### src/rtl/sram_arb_pkg.sv
// Shared types for the SRAM read/write address sequencer: FSM states,
// AXI burst encodings and the captured burst descriptor.
package sram_arb_pkg;

    localparam int ARB_ADDR_W = 32;

    typedef enum logic [1:0] {
        IDLE  = 2'd0,
        ISSUE = 2'd1,
        BURST = 2'd2
    } arb_state_e;

    localparam logic [1:0] FIXED = 2'b00;
    localparam logic [1:0] INCR  = 2'b01;
    localparam logic [1:0] WRAP  = 2'b10;

    typedef struct packed {
        logic [ARB_ADDR_W-1:0] addr;
        logic [2:0]            size;
        logic [1:0]            burst;
        logic [7:0]            len;
    } arb_desc_t;

    // A beat is mis-counted when "last" disagrees with "no beats remain".
    function automatic logic len_mismatch(input logic last, input logic cnt_zero);
        return last ^ cnt_zero;
    endfunction

endpackage

### src/rtl/sram_rr_arb2.sv
// Two-requester round-robin: bit 1 is the write request, bit 0 the read.
// The caller owns the last-grant flag and updates it on handshake.
module sram_rr_arb2 (
    input  logic [1:0] i_req,
    input  logic       i_last_grant,
    output logic [1:0] o_grant
);

    always_comb begin
        o_grant = 2'b00;
        case (i_req)
            2'b01:   o_grant = 2'b01;
            2'b10:   o_grant = 2'b10;
            // On contention the direction not served last wins.
            2'b11:   o_grant = i_last_grant ? 2'b01 : 2'b10;
            default: o_grant = 2'b00;
        endcase
    end

endmodule

### src/rtl/sram_rw_arb.sv
// Grants AW or AR to the single SRAM address generator and holds ownership
// until the generator signals the last beat of the burst.
module sram_rw_arb
    import sram_arb_pkg::*;
#(
    parameter int ADDR_WIDTH = ARB_ADDR_W
) (
    input  logic                  aclk_i,
    input  logic                  areset_i,
    input  logic [ADDR_WIDTH-1:0] awaddr_i,
    input  logic [2:0]            awsize_i,
    input  logic [1:0]            awburst_i,
    input  logic [7:0]            awlen_i,
    input  logic                  awvalid_i,
    output logic                  awready_o,
    input  logic [ADDR_WIDTH-1:0] araddr_i,
    input  logic [2:0]            arsize_i,
    input  logic [1:0]            arburst_i,
    input  logic [7:0]            arlen_i,
    input  logic                  arvalid_i,
    output logic                  arready_o,
    output logic [ADDR_WIDTH-1:0] addr_o,
    output logic [2:0]            asize_o,
    output logic [1:0]            aburst_o,
    output logic [7:0]            alen_o,
    output logic                  avalid_o,
    input  logic                  aready_i,
    input  logic                  beat_valid_i,
    input  logic                  beat_ready_i,
    input  logic                  beat_last_i,
    output logic                  sel_wr_o,
    output logic                  busy_o,
    output logic                  len_err_o
);

    arb_state_e r_state;
    arb_state_e w_state_nxt;
    arb_desc_t  r_desc;
    logic       r_last_wr;
    logic       r_sel_wr;
    logic       r_len_err;
    logic [7:0] r_cnt;

    logic [1:0] w_grant;
    logic       w_aw_hs;
    logic       w_ar_hs;
    logic       w_beat;
    logic       w_cnt_zero;

    sram_rr_arb2 u_rr (
        .i_req        ({awvalid_i, arvalid_i}),
        .i_last_grant (r_last_wr),
        .o_grant      (w_grant)
    );

    assign w_aw_hs    = awvalid_i & awready_o;
    assign w_ar_hs    = arvalid_i & arready_o;
    assign w_beat     = (r_state == BURST) & beat_valid_i & beat_ready_i;
    assign w_cnt_zero = (r_cnt == 8'd0);

    // Readies depend only on state and AXI valids, never on generator inputs.
    always_comb begin
        w_state_nxt = r_state;
        awready_o   = 1'b0;
        arready_o   = 1'b0;
        case (r_state)
            IDLE: begin
                awready_o = w_grant[1];
                arready_o = w_grant[0];
                if (w_aw_hs || w_ar_hs) w_state_nxt = ISSUE;
            end
            ISSUE: begin
                if (aready_i) w_state_nxt = BURST;
            end
            BURST: begin
                if (w_beat && beat_last_i) w_state_nxt = IDLE;
            end
            default: w_state_nxt = IDLE;
        endcase
    end

    always_ff @(posedge aclk_i or posedge areset_i) begin
        if (areset_i) r_state <= IDLE;
        else          r_state <= w_state_nxt;
    end

    always_ff @(posedge aclk_i or posedge areset_i) begin
        if (areset_i) begin
            r_desc    <= '0;
            r_last_wr <= 1'b0;
            r_sel_wr  <= 1'b0;
            r_cnt     <= 8'd0;
            r_len_err <= 1'b0;
        end else begin
            r_len_err <= w_beat & len_mismatch(beat_last_i, w_cnt_zero);
            if (w_aw_hs) begin
                r_desc.addr  <= ARB_ADDR_W'(awaddr_i);
                r_desc.size  <= awsize_i;
                r_desc.burst <= awburst_i;
                r_desc.len   <= awlen_i;
                r_sel_wr     <= 1'b1;
                r_last_wr    <= 1'b1;
                r_cnt        <= awlen_i;
            end else if (w_ar_hs) begin
                r_desc.addr  <= ARB_ADDR_W'(araddr_i);
                r_desc.size  <= arsize_i;
                r_desc.burst <= arburst_i;
                r_desc.len   <= arlen_i;
                r_sel_wr     <= 1'b0;
                r_last_wr    <= 1'b0;
                r_cnt        <= arlen_i;
            end else if (w_beat && !w_cnt_zero) begin
                // Saturates at zero so an over-long burst keeps flagging errors.
                r_cnt <= r_cnt - 8'd1;
            end
        end
    end

    assign addr_o    = ADDR_WIDTH'(r_desc.addr);
    assign asize_o   = r_desc.size;
    assign aburst_o  = r_desc.burst;
    assign alen_o    = r_desc.len;
    assign avalid_o  = (r_state == ISSUE);
    assign busy_o    = (r_state != IDLE);
    assign sel_wr_o  = r_sel_wr;
    assign len_err_o = r_len_err;

endmodule
### config.mk
export PLATFORM = sky130hd
export DESIGN_NAME = sram_rw_arb
export DESIGN_NICKNAME = d
export VERILOG_FILES = /design/src/rtl/sram_arb_pkg.sv /design/src/rtl/sram_rr_arb2.sv /design/src/rtl/sram_rw_arb.sv
export SDC_FILE = /design/constraint.sdc
export NUM_CORES = 1
export LEC_CHECK = 0
export CAP_MARGIN = 10
export CORE_ASPECT_RATIO = 0.6
export CORE_MARGIN = 2
export CORE_UTILIZATION = 34
export CTS_CLUSTER_SIZE = 24
export DETAILED_ROUTE_END_ITERATION = 7
export HOLD_SLACK_MARGIN = 0.03
export PLACE_DENSITY = 0.74
export RECOVER_POWER = 100
export SLEW_MARGIN = 20
export SYNTH_ARGS = -nofsm -noshare
export SYNTH_HDL_FRONTEND = slang
export SYNTH_SLANG_ARGS = --single-unit
### constraint.sdc
create_clock -name aclk_i -period 1.7 [get_ports aclk_i]
set_input_delay 0.34 -clock aclk_i [delete_from_list [all_inputs] [get_ports aclk_i]]
set_output_delay 0.34 -clock aclk_i [all_outputs]
set_load 0.02 [all_outputs]
==> metrics.md, run 1 <==
| Metric | Value |
|---|---|
| Outcome | `finished, violations left` |
| Failing checks | `setup timing` |
| Setup violators final | `5` |
| Core area | `around 8000 um2` |
| Sw power | `~0.0037 W` |
| Boundary Pins | `149` |
| Arr. time, crit path | `2060 ps` |
| Number of flops mapped to enable cells by yosys | `0` |
| Area fraction in and, or, nand and nor cells after synthesis | `a little under a quarter` |
| Die width | `between 100 and 150 um` |
| I/O Buffers | `148` |
| Seq/Total Area, Yosys | `49.5%` |
| Worst-path clk slew | `60 ps` |
| Final worst setup slack | `-121 ps` |
| Seq pwr share | `27.0%` |
| Slew Limit Fails | `0` |
| Number of remaining DRC errors | `0` |
| Mean cell area of the mapped netlist | `8.54 um2` |
| XOR/XNOR share of the synthesized area | `less than 1%` |
| Worst VDD drop | `roughly 0.00089 V` |
| GRT Util Overall | `22.1%` |
| Final Hold Viols | `0` |
| Unrepaired setup endpoints after global routing | `yes` |
| Min-delay src | `addr_o[21]$_DFFE_PP0P_` |
| CTS Buf Count | `9` |
| Synth warn | `0` |
| Routability congestion estimate from global placement | `0.895` |
| Clock Tree Root | `clkbuf_16` |
| Achievable clock frequency | `roughly 0.55 GHz` |
| Synth Area in Compound Gates | `19.1%` |
| Clock power frac | `20.0%` |
| Combinational share of power | `53.1%` |
| Setup CP Type | `flip-flop to flip-flop` |
| Pin count of the biggest net entering global routing | `46` |
| H-tree depth | `3` |
| Setup crit end kind | `flip-flop` |
| Slew @ Worst Pin | `833 ps` |
| Detail Route Antenna Nets | `0` |
| Cell Rows | `25` |
| Initial antenna violation count | `0` |
| Final net count | `610` |
| Wirelength per Cell | `15.7 um` |
| Static leakage | `2.17 nW` |
| P_int | `0.00581 W` |
| Library cells used by synthesis | `50` |
| Min-Delay Path Depth | `2` |
| Relative slew slack | `44.5%` |
| WHS Endpoint | `addr_o[21]$_DFFE_PP0P_` |
| CP Buf/Inv Count | `0` |
| Post-route cell area | `5090 um2` |
| Critical-path cell list | `or4_4 -> o32a_1 -> a211o_1 -> a31oi_1` |
| Adder-cell area share of the yosys netlist | `0.869%` |
| Critical-path top delay cell | `or4_4` |
| DR vias | `3186` |
| Skew-Pair Late Insertion Delay | `approximately 330 ps` |
| Top post-synthesis cells by area | `dfrtp_1, nand2_1, a31oi_1, nor2_1, nor3_1` |
| Grt ovf | `0` |
| Nature of the critical path startpoint | `flip-flop` |
| Post-synth ARST share | `100%` |
| Initial drt markers | `160` |
| Starting Density | `35.8%` |
| Die extent in y | `~75 um` |
| Flop-to-flop setup slack | `-120 ps` |
| Die area | `9240 um2` |
| Placed cell area | `4640 um2` |
| Detailed placement HPWL | `6.98 mm` |
| Share of the synthesized area in the top cell type | `49.5%` |
| Syn Nets | `roughly 440` |
| Layout cells sized above 1 | `15.3%` |
| Post-synthesis mux area share | `1.04%` |
| CTS tree | `done` |
| WL final | `9.80 mm` |
| Tmin final | `approximately 1800 ps` |
| Synth Cell Area | `2880 um2` |
| Placement Setup Slack | `-635 ps` |
| Crit-path max FO | `5` |
| Routed vias/inst | `slightly above 5` |
| Worst reg2reg path endpoint | `r_cnt[6]$_DFFE_PP0P_` |
| Post-Synthesis Cells | `between 300 and 400` |
| Synthesized flop and latch total | `57` |
| Clock skew | `9.09 ps` |
| First-pass GRT wire length | `~15 mm` |
| # Max-Cap Violations | `0` |
| Area growth from synthesis to layout | `76.7%` |
| Iteration count of the initial detailed-routing pass | `4` |
| Synth area leader | `dfrtp_1` |
| CTS Buffer Depth | `2` |
| Crit path max-delay family | `compound AO/OA/AOI/OAI gates` |
| CTS Hold Buffers Added | `0` |
| Final period utilization | `107%` |
| Worst R2R Path Depth | `4` |
| Crit path largest cell delay | `540 ps` |
| Pwr per Cell Area | `1880 nW/um2` |
| Vias in the first global route | `around 3100` |
| Most used flip-flop cell after synthesis | `dfrtp_1` |
| Largest family of logic cells by synthesized area | `simple AND/OR/NAND/NOR gates` |
| Worst path required time | `between 1500 and 2000 ps` |
| Worst min-delay path class | `flip-flop to flip-flop` |
| Switch share | `about two fifths` |
| Clock sink count | `57` |
| Reg2reg start | `r_cnt[4]$_DFFE_PP0P_` |
| Ant diodes | `0` |
[per-layer routing]
metal,global-route usage [%],share of wire [%]
met5,0,0
met3,8.56,8.8
met4,8.43,1.0
met1,29.1,46
met2,33.3,44
[area by class of cell]
type                       instances  area, um2
multi-input combinational        249       1400
timing repair buffer             184       1770
inverter                           9       42.5
fill                             676       2950
clock inverter                     5       80.1
tap                              108        135
clock buffer                      11        233
sequential                        57       1430
[through the flow]
step / util, % / instances / TNS (ps) / hold WS [ps] / total power [W]
6_report: 63.3 / 623 / -374 / 540 / 0.00955
5_1_grt: 63.3 / 623 / -843 / 568 / 0.0102
4_1_cts: 62.9 / 621 / -306 / 464 / 0.00953
3_5_place_dp: 57.7 / 604 / -22080 / 533 / 0.00737
3_3_place_gp: 57.7 / 604 / -19530 / 528 / 0.00728
2_1_floorplan: - / 337 / 0 / 427 / 0.00509
[cells in the mapped netlist (all sizes together), types with 2 or more instances]
cell,instances
a211o,2
a211oi,2
a21oi,2
a31oi,47
buf,12
clkbuf,10
dfrtp,57
ha,2
inv,9
mux2i,3
nand2,87
nand3,4
nor2,46
nor3,11
nor3b,2
o21ai,6
o22ai,3
o2bb2ai,2
o311a,2
o32a,2
o32ai,2
or2,3
or4,2
[how the worst max path moves through the flow]
stage	from	to	slack, ps	cells after the start
4_1_cts	r_cnt[5]$_DFFE_PP0P_	r_cnt[6]$_DFFE_PP0P_	-90	4
5_1_grt	r_cnt[2]$_DFFE_PP0P_	r_cnt[7]$_DFFE_PP0P_	-160	5
3_3_place_gp	arvalid_i	awready_o	-580	5
3_5_place_dp	arvalid_i	awready_o	-640	5
2_1_floorplan	r_cnt[5]$_DFFE_PP0P_	r_cnt[7]$_DFFE_PP0P_	10	4
6_report	r_cnt[4]$_DFFE_PP0P_	r_cnt[6]$_DFFE_PP0P_	-120	4
[cell families (layout without fill, tap and decap cells)]
logic type	Yosys count	after routing
buffers and inverters	31	209
DFF	57	57
muxes	3	3
xor gates and xnor gates	2	2
and+or+nand+nor	162	162
AOI/OAI and AO/OA	80	80
adders and majority gates	2	2
[worst min-delay path, cell delays in order (launching register included)]
cell and delay [ps]:
dfrtp_1 370, nand2_1 60, a31oi_1 70
[registers in the layout, indices dropped and copies added, names as in the netlist]
name       flops
r_cnt          8
aburst_o       2
len_err_o      1
sel_wr_o       1
addr_o        32
r_state        2
alen_o         8
asize_o        3
[layout by cell type (no fill, tap or decap), types with 2 or more instances in the layout]
| master | instances |
|---|---|
| mux2i_1 | 3 |
| o32a_1 | 2 |
| buf_6 | 5 |
| buf_4 | 28 |
| clkbuf_16 | 9 |
| nand2_1 | 85 |
| dfrtp_1 | 56 |
| inv_1 | 6 |
| a21oi_1 | 2 |
| or4_4 | 2 |
| a31oi_1 | 46 |
| clkbuf_2 | 3 |
| o22ai_1 | 3 |
| o21ai_0 | 6 |
| bufinv_16 | 2 |
| or2_2 | 3 |
| a211o_1 | 2 |
| clkinvlp_4 | 3 |
| clkbuf_1 | 5 |
| clkdlybuf4s50_1 | 139 |
| nand3_1 | 4 |
| nor3_1 | 10 |
| buf_12 | 3 |
| nor2_1 | 45 |
| ha_1 | 2 |
[what timing repair did]
action,4_1_cts,5_1_grt
cloned,1,0
setup buffers,0,3
resized for setup,37,18
endpoints found under the setup margin,33,34
pin swaps,5,5
[power by group through the flow]
stage,sequential [W],combinational [W],clock [W]
after floorplan,0.00318,0.00192,0
after global placement,0.00251,0.00477,0
after detailed placement,0.00252,0.00485,0
after CTS,0.00255,0.00504,0.00195
after global routing,0.00267,0.00551,0.00201
final,0.00257,0.00507,0.00191
No activity file was read; power rests on OpenSTA's default activity.
==> run 2: changes to the inputs <==
--- a/config.mk
+++ b/config.mk
@@ -8,12 +8,12 @@
 export CAP_MARGIN = 10
 export CORE_ASPECT_RATIO = 0.6
 export CORE_MARGIN = 2
-export CORE_UTILIZATION = 34
+export CORE_UTILIZATION = 36
 export CTS_CLUSTER_SIZE = 24
 export DETAILED_ROUTE_END_ITERATION = 7
 export HOLD_SLACK_MARGIN = 0.03
-export PLACE_DENSITY = 0.74
-export RECOVER_POWER = 100
+export PLACE_DENSITY = 0.78
+export RECOVER_POWER = 25
 export SLEW_MARGIN = 20
 export SYNTH_ARGS = -nofsm -noshare
 export SYNTH_HDL_FRONTEND = slang
==> metrics.md, run 2 (same netlist as run 1, synthesis figures left out) <==
| Metric | Value |
|---|---|
| H-tree depth | `3 (unchanged)` |
| Slew Limit Fails | `0 (unchanged)` |
| Post-Route Setup TNS | `-308 ps (+66.9 ps)` |
| Worst path required time | `1880 ps (-60 ps)` |
| Slew @ Worst Pin | `916 ps (+83.2 ps)` |
| Routed vias/inst | `5.25 (+2.7%)` |
| Iteration count of the initial detailed-routing pass | `5 (+1)` |
| Layout cells sized above 1 | `18.3% (+3.0 points)` |
| Commonest non-fill, non-tap cell in the layout | `clkdlybuf4s50_1` |
| Clock Tree Root | `clkbuf_16` |
| I/O Buffers | `148 (unchanged)` |
| Outcome | `finished, violations left` |
| Largest register FFs | `32 (unchanged)` |
| DR vias | `3318 (+4.1%)` |
| Crit-path max FO | `3 (-2)` |
| CTS tree | `done` |
| Post-Layout Cell Count | `632 (+1.4%)` |
| Setup CP Type | `flip-flop to flip-flop` |
| Area growth from synthesis to layout | `80.9%` |
| Die extent in y | `73.3 um (-2.7%)` |
| Failing checks | `setup timing` |
| Setup violators final | `5 (unchanged)` |
| Skew-Pair Late Insertion Delay | `320 ps (about the same)` |
| Starting Density | `36.8% (+1.0 points)` |
| Fin util | `66.6% (+3.3 points)` |
| GRT Util Overall | `23.2% (+1.0 points)` |
| Initial drt markers | `241 (+51%)` |
| Boundary Pins | `149 (unchanged)` |
| Die area | `8750 um2 (-5.3%)` |
| Number of remaining DRC errors | `0 (unchanged)` |
| Wirelength per Cell | `16.6 um (+5.6%)` |
| Final period utilization | `106% (-1.0 points)` |
| Min-delay src | `addr_o[9]$_DFFE_PP0P_` |
| Vias in the first global route | `3245 (+4.8%)` |
| CTS Buf Count | `9 (unchanged)` |
| # Max-Cap Violations | `0 (unchanged)` |
| Reg area | `1430 um2 (+0.18%)` |
| Flop-to-flop setup slack | `-100 ps (+20 ps)` |
| Detail Route Antenna Nets | `0 (unchanged)` |
| Arr. time, crit path | `1990 ps (-70 ps)` |
| Final worst setup slack | `-103 ps (+17.6 ps)` |
| Achievable clock frequency | `0.554 GHz (+0.97%)` |
| Grt ovf | `0 (unchanged)` |
| Tmin final | `1800 ps (-17.6 ps)` |
| Worst min-delay path class | `flip-flop to flip-flop` |
| Overall power | `0.00977 W (+2.4%)` |
| Core area | `7820 um2 (-2.7%)` |
| Worst reg2reg path endpoint | `r_cnt[7]$_DFFE_PP0P_` |
| Setup crit end kind | `flip-flop` |
| Die width | `119 um (-2.7%)` |
| Nature of the critical path startpoint | `flip-flop` |
| WHS Endpoint | `addr_o[9]$_DFFE_PP0P_` |
| Worst VDD drop | `0.000899 V (+0.83%)` |
| Commonest non-fill, non-tap cells in the layout | `clkdlybuf4s50_1, nand2_1, dfrtp_1` |
| Clock skew | `5.80 ps (-3.29 ps)` |
| Final Hold Viols | `0 (unchanged)` |
| Worst R2R Path Depth | `4 (unchanged)` |
| Static leakage | `2.25 nW (+3.6%)` |
| Inst Count DP | `606 (+0.33%)` |
| Pwr per Cell Area | `1880 nW/um2 (about the same)` |
| CTS Buffer Depth | `2 (unchanged)` |
| Placement Setup Slack | `-597 ps (+38.2 ps)` |
| Detailed placement HPWL | `7.21 mm (+3.3%)` |
| Cell Rows | `25 (unchanged)` |
| Initial antenna violation count | `0 (unchanged)` |
| Relative slew slack | `38.9% (-5.5 points)` |
| Worst-path clk slew | `50 ps (about the same)` |
| Pin count of the biggest net entering global routing | `46 (unchanged)` |
| Filler Cells Inserted | `630 (-6.8%)` |
| Reg2reg start | `r_cnt[3]$_DFFE_PP0P_` |
| Ant diodes | `0 (unchanged)` |
| Multi-input gate area | `1440 um2 (+2.7%)` |
| WL final | `10.5 mm (+7.1%)` |
| Unrepaired setup endpoints after global routing | `yes` |
| Final net count | `620 (+1.6%)` |
| First-pass GRT wire length | `15.9 mm (+3.5%)` |
| Min-Delay Path Depth | `2 (unchanged)` |
| Routability congestion estimate from global placement | `0.896 (+0.10%)` |
| Clock sink count | `57 (unchanged)` |
==> run 2: worst max-delay path, cell delays in order (launching register included) <==
cell and delay [ps]:
dfrtp_1 400, or4_4 570, o41a_4 380, o31ai_4 190, a31oi_1 120
==> run 2: final cells by class <==
cell class	count	share of cell area, %
Clock buffer	12	4.93
Clock inverter	3	0.769
Inverter	9	0.769
Multi-Input combinational cell	249	27.7
Sequential cell	57	27.5
Tap cell	108	2.59
Timing Repair Buffer	194	35.8
==> run 2: repair_timing <==
action                                  CTS  global route
cloned                                    0             1
endpoints found under the setup margin   55            18
pin swaps                                 3            10
resized for setup                        37            27
hold buffers                              0             0
setup buffers                             4             6
==> run 2: worst max-delay path by stage <==
| stage | from | endpoint | slack [ps] |
|---|---|---|---|
| 4_1_cts | r_cnt[3]$_DFFE_PP0P_ | r_cnt[6]$_DFFE_PP0P_ | -90 |
| 6_report | r_cnt[3]$_DFFE_PP0P_ | r_cnt[7]$_DFFE_PP0P_ | -100 |
| 3_5_place_dp | arvalid_i | awready_o | -600 |
| 5_1_grt | r_cnt[5]$_DFFE_PP0P_ | r_cnt[6]$_DFFE_PP0P_ | -150 |
| 2_1_floorplan | r_cnt[5]$_DFFE_PP0P_ | r_cnt[7]$_DFFE_PP0P_ | 10 |
| 3_3_place_gp | arvalid_i | awready_o | -580 |
==> run 2: power breakdown <==
part	internal, W	leakage (nW)	total [W]	switching [W]
Sequential	0.00207	0.662	0.00256	0.000489
Clock	0.00120	0.148	0.00178	0.000585
Combinational	0.00265	1.44	0.00543	0.00278
==> run 2: metal layers <==
metal | vias up | wire, um | global-route usage [%] | share of wire (%)
li1 | 1549 | - | - | -
met1 | 1589 | 4670 | 31.9 | 45
met2 | 168 | 4740 | 34.5 | 45
met3 | 12 | 995 | 8.62 | 9.5
met4 | 0 | 91 | 6.41 | 0.87
met5 | - | 0 | 0 | 0
==> run 2: metrics by stage <==
step / hold slack (ps) / area, um2
after floorplan: 427 / 2880
after global placement: 528 / 4670
after detailed placement: 531 / 4670
after CTS: 433 / 5030
after global routing: 568 / 5210
final: 536 / 5210
